### src/rtl/pfifo_pkg.sv
// ---------------------------------------------------------------------------
// pfifo_pkg
// Shared definitions for the packet-FIFO bank read/write helpers.
//   WORD_W  : width of one FIFO word (sop + eop + 16-bit payload)
//   SOP_BIT : start-of-packet flag position inside a word
//   EOP_BIT : end-of-packet flag position inside a word
//   DATA_W  : payload width
//   sched_state_t : scheduler state encoding (IDLE, READ, GAP)
//   calc_port_w   : width needed to index a given number of ports
// ---------------------------------------------------------------------------
package pfifo_pkg;

    localparam int WORD_W  = 18;
    localparam int SOP_BIT = 17;
    localparam int EOP_BIT = 16;
    localparam int DATA_W  = 16;

    typedef enum logic [1:0] {
        IDLE = 2'd0,
        READ = 2'd1,
        GAP  = 2'd2
    } sched_state_t;

    // ceil(log2(n)), never less than 1 so a two-port bank still gets a bit
    function automatic int calc_port_w(input int n);
        int w;
        w = 1;
        while ((1 << w) < n) begin
            w = w + 1;
        end
        return w;
    endfunction

endpackage

### src/rtl/rr_arb.sv
// ---------------------------------------------------------------------------
// rr_arb
// Combinational round-robin arbiter. The search starts at the port after
// 'last' and wraps, so the most recently served port has lowest priority.
// Shared by the read-side scheduler and the write-side merger.
// Ports:
//   req     in  PORT_NUM : request per port
//   last    in  PORT_W   : port granted most recently
//   gnt_idx out PORT_W   : winning port (0 when nothing requests)
//   any     out 1        : at least one request is present
// ---------------------------------------------------------------------------
module rr_arb
    import pfifo_pkg::*;
#(
    parameter int PORT_NUM = 4,
    parameter int PORT_W   = 2
) (
    input  logic [PORT_NUM-1:0] req,
    input  logic [PORT_W-1:0]   last,
    output logic [PORT_W-1:0]   gnt_idx,
    output logic                any
);

    // Walk the ring from farthest to nearest offset; the last hit written
    // is the nearest requester after 'last', which is the round-robin winner.
    always_comb begin
        logic [PORT_W-1:0] cand;
        cand    = '0;
        gnt_idx = '0;
        any     = 1'b0;
        for (int i = PORT_NUM; i >= 1; i--) begin
            cand = PORT_W'((int'(last) + i) % PORT_NUM);
            if (req[cand]) begin
                gnt_idx = cand;
                any     = 1'b1;
            end
        end
    end

endmodule

### src/rtl/pfifo_rr_sched.sv
// ---------------------------------------------------------------------------
// pfifo_rr_sched
// Round-robin packet scheduler on the read side of the packet-FIFO bank.
// Grants one FIFO at a time, reads exactly one packet per grant, forwards it
// to a single output stream and checks sop/length framing.
// Ports:
//   clk_125m     in  1           : clock
//   rst_125m     in  1           : asynchronous active-high reset
//   pfifo_empty  in  PORT_NUM    : 0 = FIFO holds at least one full packet
//   pfifo_rdata  in  PORT_NUM*18 : FIFO read data, lane i at [18i+17:18i]
//   pfifo_re     out PORT_NUM    : read enable, at most one bit high
//   dst_afull    in  1           : downstream cannot take another packet
//   dst_vld      out 1           : output word valid
//   dst_data     out 16          : payload
//   dst_sop      out 1           : start of packet
//   dst_eop      out 1           : end of packet (real or forced)
//   dst_port     out PORT_W      : source FIFO of the current word
//   err_sop      out 1           : first word of a packet lacked sop
//   err_len      out 1           : packet cut at MAX_LEN words
//   pkt_total    out 16          : completed packets, wrapping
// ---------------------------------------------------------------------------
module pfifo_rr_sched
    import pfifo_pkg::*;
#(
    parameter int PORT_NUM = 4,
    parameter int PORT_W   = 2,
    parameter int MAX_LEN  = 1024,
    parameter int GAP_CYC  = 2
) (
    input  logic                       clk_125m,
    input  logic                       rst_125m,
    input  logic [PORT_NUM-1:0]        pfifo_empty,
    input  logic [PORT_NUM*WORD_W-1:0] pfifo_rdata,
    output logic [PORT_NUM-1:0]        pfifo_re,
    input  logic                       dst_afull,
    output logic                       dst_vld,
    output logic [DATA_W-1:0]          dst_data,
    output logic                       dst_sop,
    output logic                       dst_eop,
    output logic [PORT_W-1:0]          dst_port,
    output logic                       err_sop,
    output logic                       err_len,
    output logic [15:0]                pkt_total
);

    localparam int CNT_W = $clog2(MAX_LEN + 1);
    localparam int GAP_W = $clog2(GAP_CYC + 1);

    sched_state_t      state;
    logic [PORT_W-1:0] gnt;
    logic [PORT_W-1:0] last_grant;
    logic [PORT_W-1:0] arb_idx;
    logic              arb_any;
    logic [CNT_W-1:0]  wcnt;
    logic [GAP_W-1:0]  gap_cnt;
    logic              rd_vld;
    logic [WORD_W-1:0] lane;
    logic              eop_in;
    logic              len_hit;
    logic              pkt_end;

    rr_arb #(
        .PORT_NUM (PORT_NUM),
        .PORT_W   (PORT_W)
    ) u_arb (
        .req     (~pfifo_empty),
        .last    (last_grant),
        .gnt_idx (arb_idx),
        .any     (arb_any)
    );

    // Select the granted FIFO's lane and decide whether the word now on it
    // closes the packet, either by its own eop or by hitting the length cap.
    always_comb begin
        lane    = pfifo_rdata[int'(gnt)*WORD_W +: WORD_W];
        eop_in  = lane[EOP_BIT];
        len_hit = (wcnt == CNT_W'(MAX_LEN - 1)) && !eop_in;
        pkt_end = rd_vld && (eop_in || len_hit);
    end

    // Keep reading the granted FIFO until the closing word is presented;
    // stopping on that word keeps the next packet untouched in the FIFO.
    always_comb begin
        pfifo_re = '0;
        if (!rst_125m && state == READ && !pkt_end) begin
            pfifo_re[gnt] = 1'b1;
        end
    end

    // Scheduler FSM plus the registered output stage. A word on pfifo_rdata
    // in cycle t appears on dst_* in cycle t+1; error pulses ride with it.
    always_ff @(posedge clk_125m or posedge rst_125m) begin
        if (rst_125m) begin
            state      <= IDLE;
            gnt        <= '0;
            last_grant <= PORT_W'(PORT_NUM - 1);
            wcnt       <= '0;
            gap_cnt    <= '0;
            rd_vld     <= 1'b0;
            dst_vld    <= 1'b0;
            dst_data   <= '0;
            dst_sop    <= 1'b0;
            dst_eop    <= 1'b0;
            dst_port   <= '0;
            err_sop    <= 1'b0;
            err_len    <= 1'b0;
            pkt_total  <= '0;
        end else begin
            rd_vld  <= |pfifo_re;
            dst_vld <= 1'b0;
            dst_sop <= 1'b0;
            dst_eop <= 1'b0;
            err_sop <= 1'b0;
            err_len <= 1'b0;
            case (state)
                IDLE: begin
                    if (arb_any && !dst_afull) begin
                        gnt   <= arb_idx;
                        wcnt  <= '0;
                        state <= READ;
                    end
                end
                READ: begin
                    if (rd_vld) begin
                        dst_vld  <= 1'b1;
                        dst_data <= lane[DATA_W-1:0];
                        dst_port <= gnt;
                        // the first word is always marked sop; a missing
                        // sop is reported rather than dropping the packet
                        dst_sop  <= (wcnt == '0) ? 1'b1 : lane[SOP_BIT];
                        err_sop  <= (wcnt == '0) && !lane[SOP_BIT];
                        dst_eop  <= eop_in || len_hit;
                        err_len  <= len_hit;
                        wcnt     <= wcnt + CNT_W'(1);
                        if (eop_in || len_hit) begin
                            pkt_total  <= pkt_total + 16'd1;
                            last_grant <= gnt;
                            gap_cnt    <= '0;
                            state      <= GAP;
                        end
                    end
                end
                GAP: begin
                    // give the FIFO's registered empty flag time to settle
                    if (gap_cnt == GAP_W'(GAP_CYC - 1)) begin
                        state <= IDLE;
                    end else begin
                        gap_cnt <= gap_cnt + GAP_W'(1);
                    end
                end
                default: state <= IDLE;
            endcase
        end
    end

endmodule

### config.mk
export PLATFORM = sky130hd
export DESIGN_NAME = pfifo_rr_sched
export DESIGN_NICKNAME = d
export VERILOG_FILES = /design/src/rtl/pfifo_pkg.sv /design/src/rtl/rr_arb.sv /design/src/rtl/pfifo_rr_sched.sv
export SDC_FILE = /design/constraint.sdc
export NUM_CORES = 1
export LEC_CHECK = 0
export CAP_MARGIN = 20
export CORE_AREA = 2 2 85 87
export DETAILED_ROUTE_END_ITERATION = 10
export DIE_AREA = 0 0 87 89
export GPL_ROUTABILITY_DRIVEN = 0
export PLACE_DENSITY = 0.87
export SLEW_MARGIN = 0
export SYNTH_ARGS = -nofsm -noshare
export SYNTH_HDL_FRONTEND = slang
export SYNTH_HIERARCHICAL = 1
export SYNTH_SLANG_ARGS = --single-unit
export TNS_END_PERCENT = 30
### constraint.sdc
create_clock -name clk_125m -period 3.9 [get_ports clk_125m]
set_clock_uncertainty 0.2 [all_clocks]
set_input_delay 0.585 -clock clk_125m [delete_from_list [all_inputs] [get_ports clk_125m]]
set_output_delay 0.585 -clock clk_125m [all_outputs]
set_load 0.005 [all_outputs]
# Word-level counts from Yosys, hierarchy flattened
# Cells that the tools add are included.
# word_totals
regBits,59
wordCells,105
in_bits,79
output_inout_bits,43
# op_classes
bitwise_logic,1
order_cmp,6
reduce_logical,24
n_addsub,7
n_mux,42
n_eq_ne,9
n_mul,1
n_shift,1
# ops
cell,count
variable part select 72 x 8 -> 18 bit,1
two-way mux 11 bit,2
two-way mux 2 bit,11
case mux 11 bit (2 select lines),1
two-way mux 1 bit,20
"adder 16 x 1 -> 16 bit, second input constant",1
"less-than comparator 2 x 3 -> 1 bit, second input constant",5
"adder 11 x 1 -> 11 bit, second input constant",1
"equality test 11 x 10 -> 1 bit, second input constant",1
zero test 11 bit,1
binary-select mux 1 bit (select 2 bit),4
"inequality test 2 bit, second input constant",4
AND reduction 4 bit,2
logical AND 1 bit,7
"adder 2 x 1 -> 2 bit, second input constant",3
"multiplier 2 x 4 -> 6 bit, second input constant",1
case mux 2 bit (3 select lines),1
AND reduction 3 bit,2
zero test 1 bit,5
"adder 2 bit, second input constant",2
"equality test 2 x 1 -> 1 bit, second input constant",2
two-way mux 4 bit,1
inverter 4 bit,1
case mux 2 bit (2 select lines),1
9 further kinds,11

# Logic depth before layout (Yosys ltp)
# depth
depth_word,10
ltp_mapped,7
ltp_nobuf,7

# Hierarchy
# Netlist, hierarchy kept.
# by_module_without_submodules
mod,area_each_um2,cells_per_inst,instances,seq_area_each_um2
pfifo_rr_sched,3035.4,278,1,1478.9
rr_arb,91.3,14,1,0.0

# Least setup slack after synthesis
# Ideal clock, no wire load.
# synth_path
kind,input port to output port
from,input pfifo_rdata[70]
to,output pfifo_re[1]
arrival_time_ps,1747
n_path_buf,0
setup_slack_ps,1368
t_required_ps,3115
path_stages,4
path_cell_list,mux4_2 -> a31oi_4 -> o21ai_2 -> nor4b_1
# synth_via
elab_chain_len,8
# synth_rtl
item,line,rtl
start: declaration,pfifo_rr_sched.sv:33,"input logic [PORT_NUM*WORD_W-1:0] pfifo_rdata,"
variable part select 72 x 8 -> 18 bit (*),pfifo_rr_sched.sv:75,lane = pfifo_rdata[int'(gnt)*WORD_W +: WORD_W];
zero test 1 bit,pfifo_rr_sched.sv:77,len_hit = (wcnt == CNT_W'(MAX_LEN - 1)) && !eop_in;
logical AND 1 bit,pfifo_rr_sched.sv:77,
logical OR 1 bit (*),pfifo_rr_sched.sv:78,pkt_end = rd_vld && (eop_in || len_hit);
logical AND 1 bit (*),pfifo_rr_sched.sv:78,
zero test 1 bit (*),pfifo_rr_sched.sv:85,if (!rst_125m && state == READ && !pkt_end) begin
logical AND 1 bit (*),pfifo_rr_sched.sv:85,
two-way mux 4 bit (*),pfifo_rr_sched.sv:85,
end: declaration,pfifo_rr_sched.sv:34,"output logic [PORT_NUM-1:0] pfifo_re,"
# Mark *: on every way between the ends. The rest lies on a longest branch, timed or not.

# Worst setup path in the final report
# layout_path
from,input pfifo_rdata[52]
to,output pfifo_re[1]
# The elaborated chain is that of the path after synthesis.

==> run summary <==
status: completed
initial antenna violation count: 0
drt wl/cell: 16.7 um
Remaining DRCs: 0
CTS max path bufs: 2
commonest non-fill, non-tap cell in the layout: clkdlybuf4s50_1
die area: 7740 um^2
post-synthesis sequential area ratio: 47.3%
Max Slew Vio Count: 0
final antenna-violating net count: 0
total iterations of the first detailed-routing run: 4
WHS Path Cells: 2
hold buffer count at CTS: 0
HPWL Detailed: 6.25 mm
Crit-path slowest cell: clkdlybuf4s50_1
Num CTS Buffers: 9
Finish-stage setup viols: 0
H-Tree Depth: 3
post-CTS sizing: 0
Antenna Cells: 0
top-level I/O count: 122
Pwr Density: 603 nW/um^2
initial DRC count: 169
Crit Path Category: primary input to output pin
Ys Warns: 6
RSZ-0062 raised after global routing: no
setup bufs post-CTS: 0
clock sinks: 59
drt total wl: 8.39 mm
Die Wd: 87 um
startpoint types: primary input
Die Span Y: 89 um
first-pass GRT wire length: 13.4 mm
worst-path fanout max: 6
Via density: 5.47
gr ovfl total: 0
max_cap viols: 0
CP endpoint kind: output pin
worst path arrival time: 2620 ps
share of cells above drive strength 1: 13.1%
#FFs+latches synth: 59
Clock Latency Late Sink: 330 ps
CP max stage delay: 550 ps
Post-Syn Instances: 292
Total GRT Usage: 22.5%
Final Hold Vio Count: 0
number of cells on the worst reg-to-reg path: 5
Worst Tran Pin Value: 851 ps
synth-to-layout area growth: 48.2%
total core area: 6720 um^2
fmax: 0.293 GHz
cell family with most CP delay: buffers and inverters
# nets final: 499
Tmin final: 3410 ps
crit-path cells: clkdlybuf4s50_1, mux4_2, a31oi_4, o21ai_2, nor4b_1, clkdlybuf4s50_1
R2R setup slack: 1210 ps
maximum VDD drop: 0.000369 V
worst min path class: register to register
Final Power: 2.79 mW
Slew headroom: 43.1%
HP Start: dst_data[15]
RR Endpoint: wcnt[8]
most frequent cells in the layout: clkdlybuf4s50_1 (121), nand2_1 (68), dfrtp_1 (57)
Final WS setup: 491 ps
final worst path period share: 87.4%
clock tree from TritonCTS: yes
mapped cell area: 3130 um^2
critical path data required time: 3120 ps
Vias: 2741
Buf/Inv on CP: 2
Most common cell on crit path: clkdlybuf4s50_1
Mapped Nets: 375
Rows: 30
largest net degree at the start of global routing: 35
Reg-to-Reg Start: state[1]
crit path from: pfifo_rdata[52]
pre-CTS WS: 483 ps
CTS root buffer: clkbuf_8
vias in the first global route: 2912
input/output buffers: 121
Initial Util: 46.5%
TNS Setup: 0 ps
worst hold path endpoint: dst_data[15]
Synth Area per Inst: 10.7 um^2
Clock transition at path regs: 60 ps
leakage: 2.01 nW
Synth cell types: 45
[Yosys cell counts, drive strengths merged]
cell | count | area, um^2
xnor2 | 2 | 17.5
or3 | 1 | 6.26
nor2 | 18 | 70.1
dfstp | 2 | 52.6
inv | 12 | 45.0
o22ai | 1 | 6.26
nand3b | 1 | 7.51
nand4 | 6 | 37.5
nand2b | 4 | 25.0
and2 | 1 | 6.26
and3 | 2 | 12.5
o2111ai | 3 | 26.3
buf | 5 | 28.8
and4 | 2 | 17.5
xor2 | 21 | 184
mux4 | 18 | 405
or2 | 2 | 12.5
mux2 | 5 | 56.3
nor4b | 6 | 58.8
nor2b | 2 | 12.5
a22o | 1 | 8.76
nand4bb | 1 | 11.3
o221ai | 1 | 15.0
nor3 | 6 | 30.0
and2b | 1 | 7.51
dfrtp | 57 | 1430
nor4 | 8 | 50.1
nand2 | 68 | 255
o21ai | 4 | 27.5
clkbuf | 11 | 42.5
o211ai | 1 | 7.51
a21oi | 4 | 23.8
mux2i | 2 | 20.0
nand3 | 7 | 35.0
a31oi | 2 | 27.5
ha | 4 | 50.1
[logic make-up (layout without fill, tap and decap cells)]
logic type / Yosys count / after routing / share of synthesized area [%]
and+or+nand+nor: 136 / 136 / 21.0
DFF: 59 / 59 / 47.3
buffers and inverters: 28 / 157 / 3.72
muxes: 25 / 25 / 15.4
xor gates and xnor gates: 23 / 23 / 6.44
AOI/OAI and AO/OA: 17 / 17 / 4.56
adders and majority gates: 4 / 4 / 1.60
[layer usage]
| layer | global-route usage, % | share of wire (%) | wire length (um) |
|---|---|---|---|
| met2 | 39.0 | 54 | 4510 |
| met3 | 4.25 | 5.0 | 423 |
| met5 | 0 | 0 | 0 |
| met1 | 28.0 | 40 | 3340 |
| met4 | 9.09 | 1.4 | 115 |
[report_power, final]
group	switching [mW]	internal [mW]
combinational	0.558	0.678
clock	0.234	0.355
sequential	0.158	0.811
[final cells by class]
type / instances / area (um^2)
Clock inverter: 6 / 80.1
Inverter: 12 / 45.0
Multi-Input combinational cell: 205 / 1530
Clock buffer: 10 / 128
Tap cell: 80 / 100
Fill cell: 507 / 2080
Timing Repair Buffer: 129 / 1270
Sequential cell: 59 / 1480
[sequential cells by signal, summed over array words and instances (netlist names), 2 cells and up]
name        flops
last_grant      2
dst_data       16
gap_cnt         2
dst_port        2
wcnt           11
state           2
pkt_total      16
gnt             2
[worst reg2reg max path: stages, from the launching register on]
cell and delay (ps):
dfrtp_1 430, nand3b_1 590, inv_1 630, o211ai_1 240, or3_1 350, a21oi_1 160
[worst max-delay path by stage]
stage                  endpoint  slack, ps  cells past startpoint
CTS                 pfifo_re[1]        480                      6
floorplan           pfifo_re[1]       1370                      4
global route        pfifo_re[1]        310                      6
global placement    pfifo_re[1]        540                      6
detailed placement  pfifo_re[1]        480                      6
finish              pfifo_re[1]        490                      6
[through the flow]
stage                     cells  hold slack, ps  cell area, um^2  util (%)
final                       501             275             4630      69.0
after global routing        501             289             4630      69.0
after CTS                   501             278             4630      69.0
after detailed placement    485             261             4430      65.9
after global placement      485             257             4430      65.9
after floorplan             292             257             3130         -
Power figures use the tool's default switching activity.
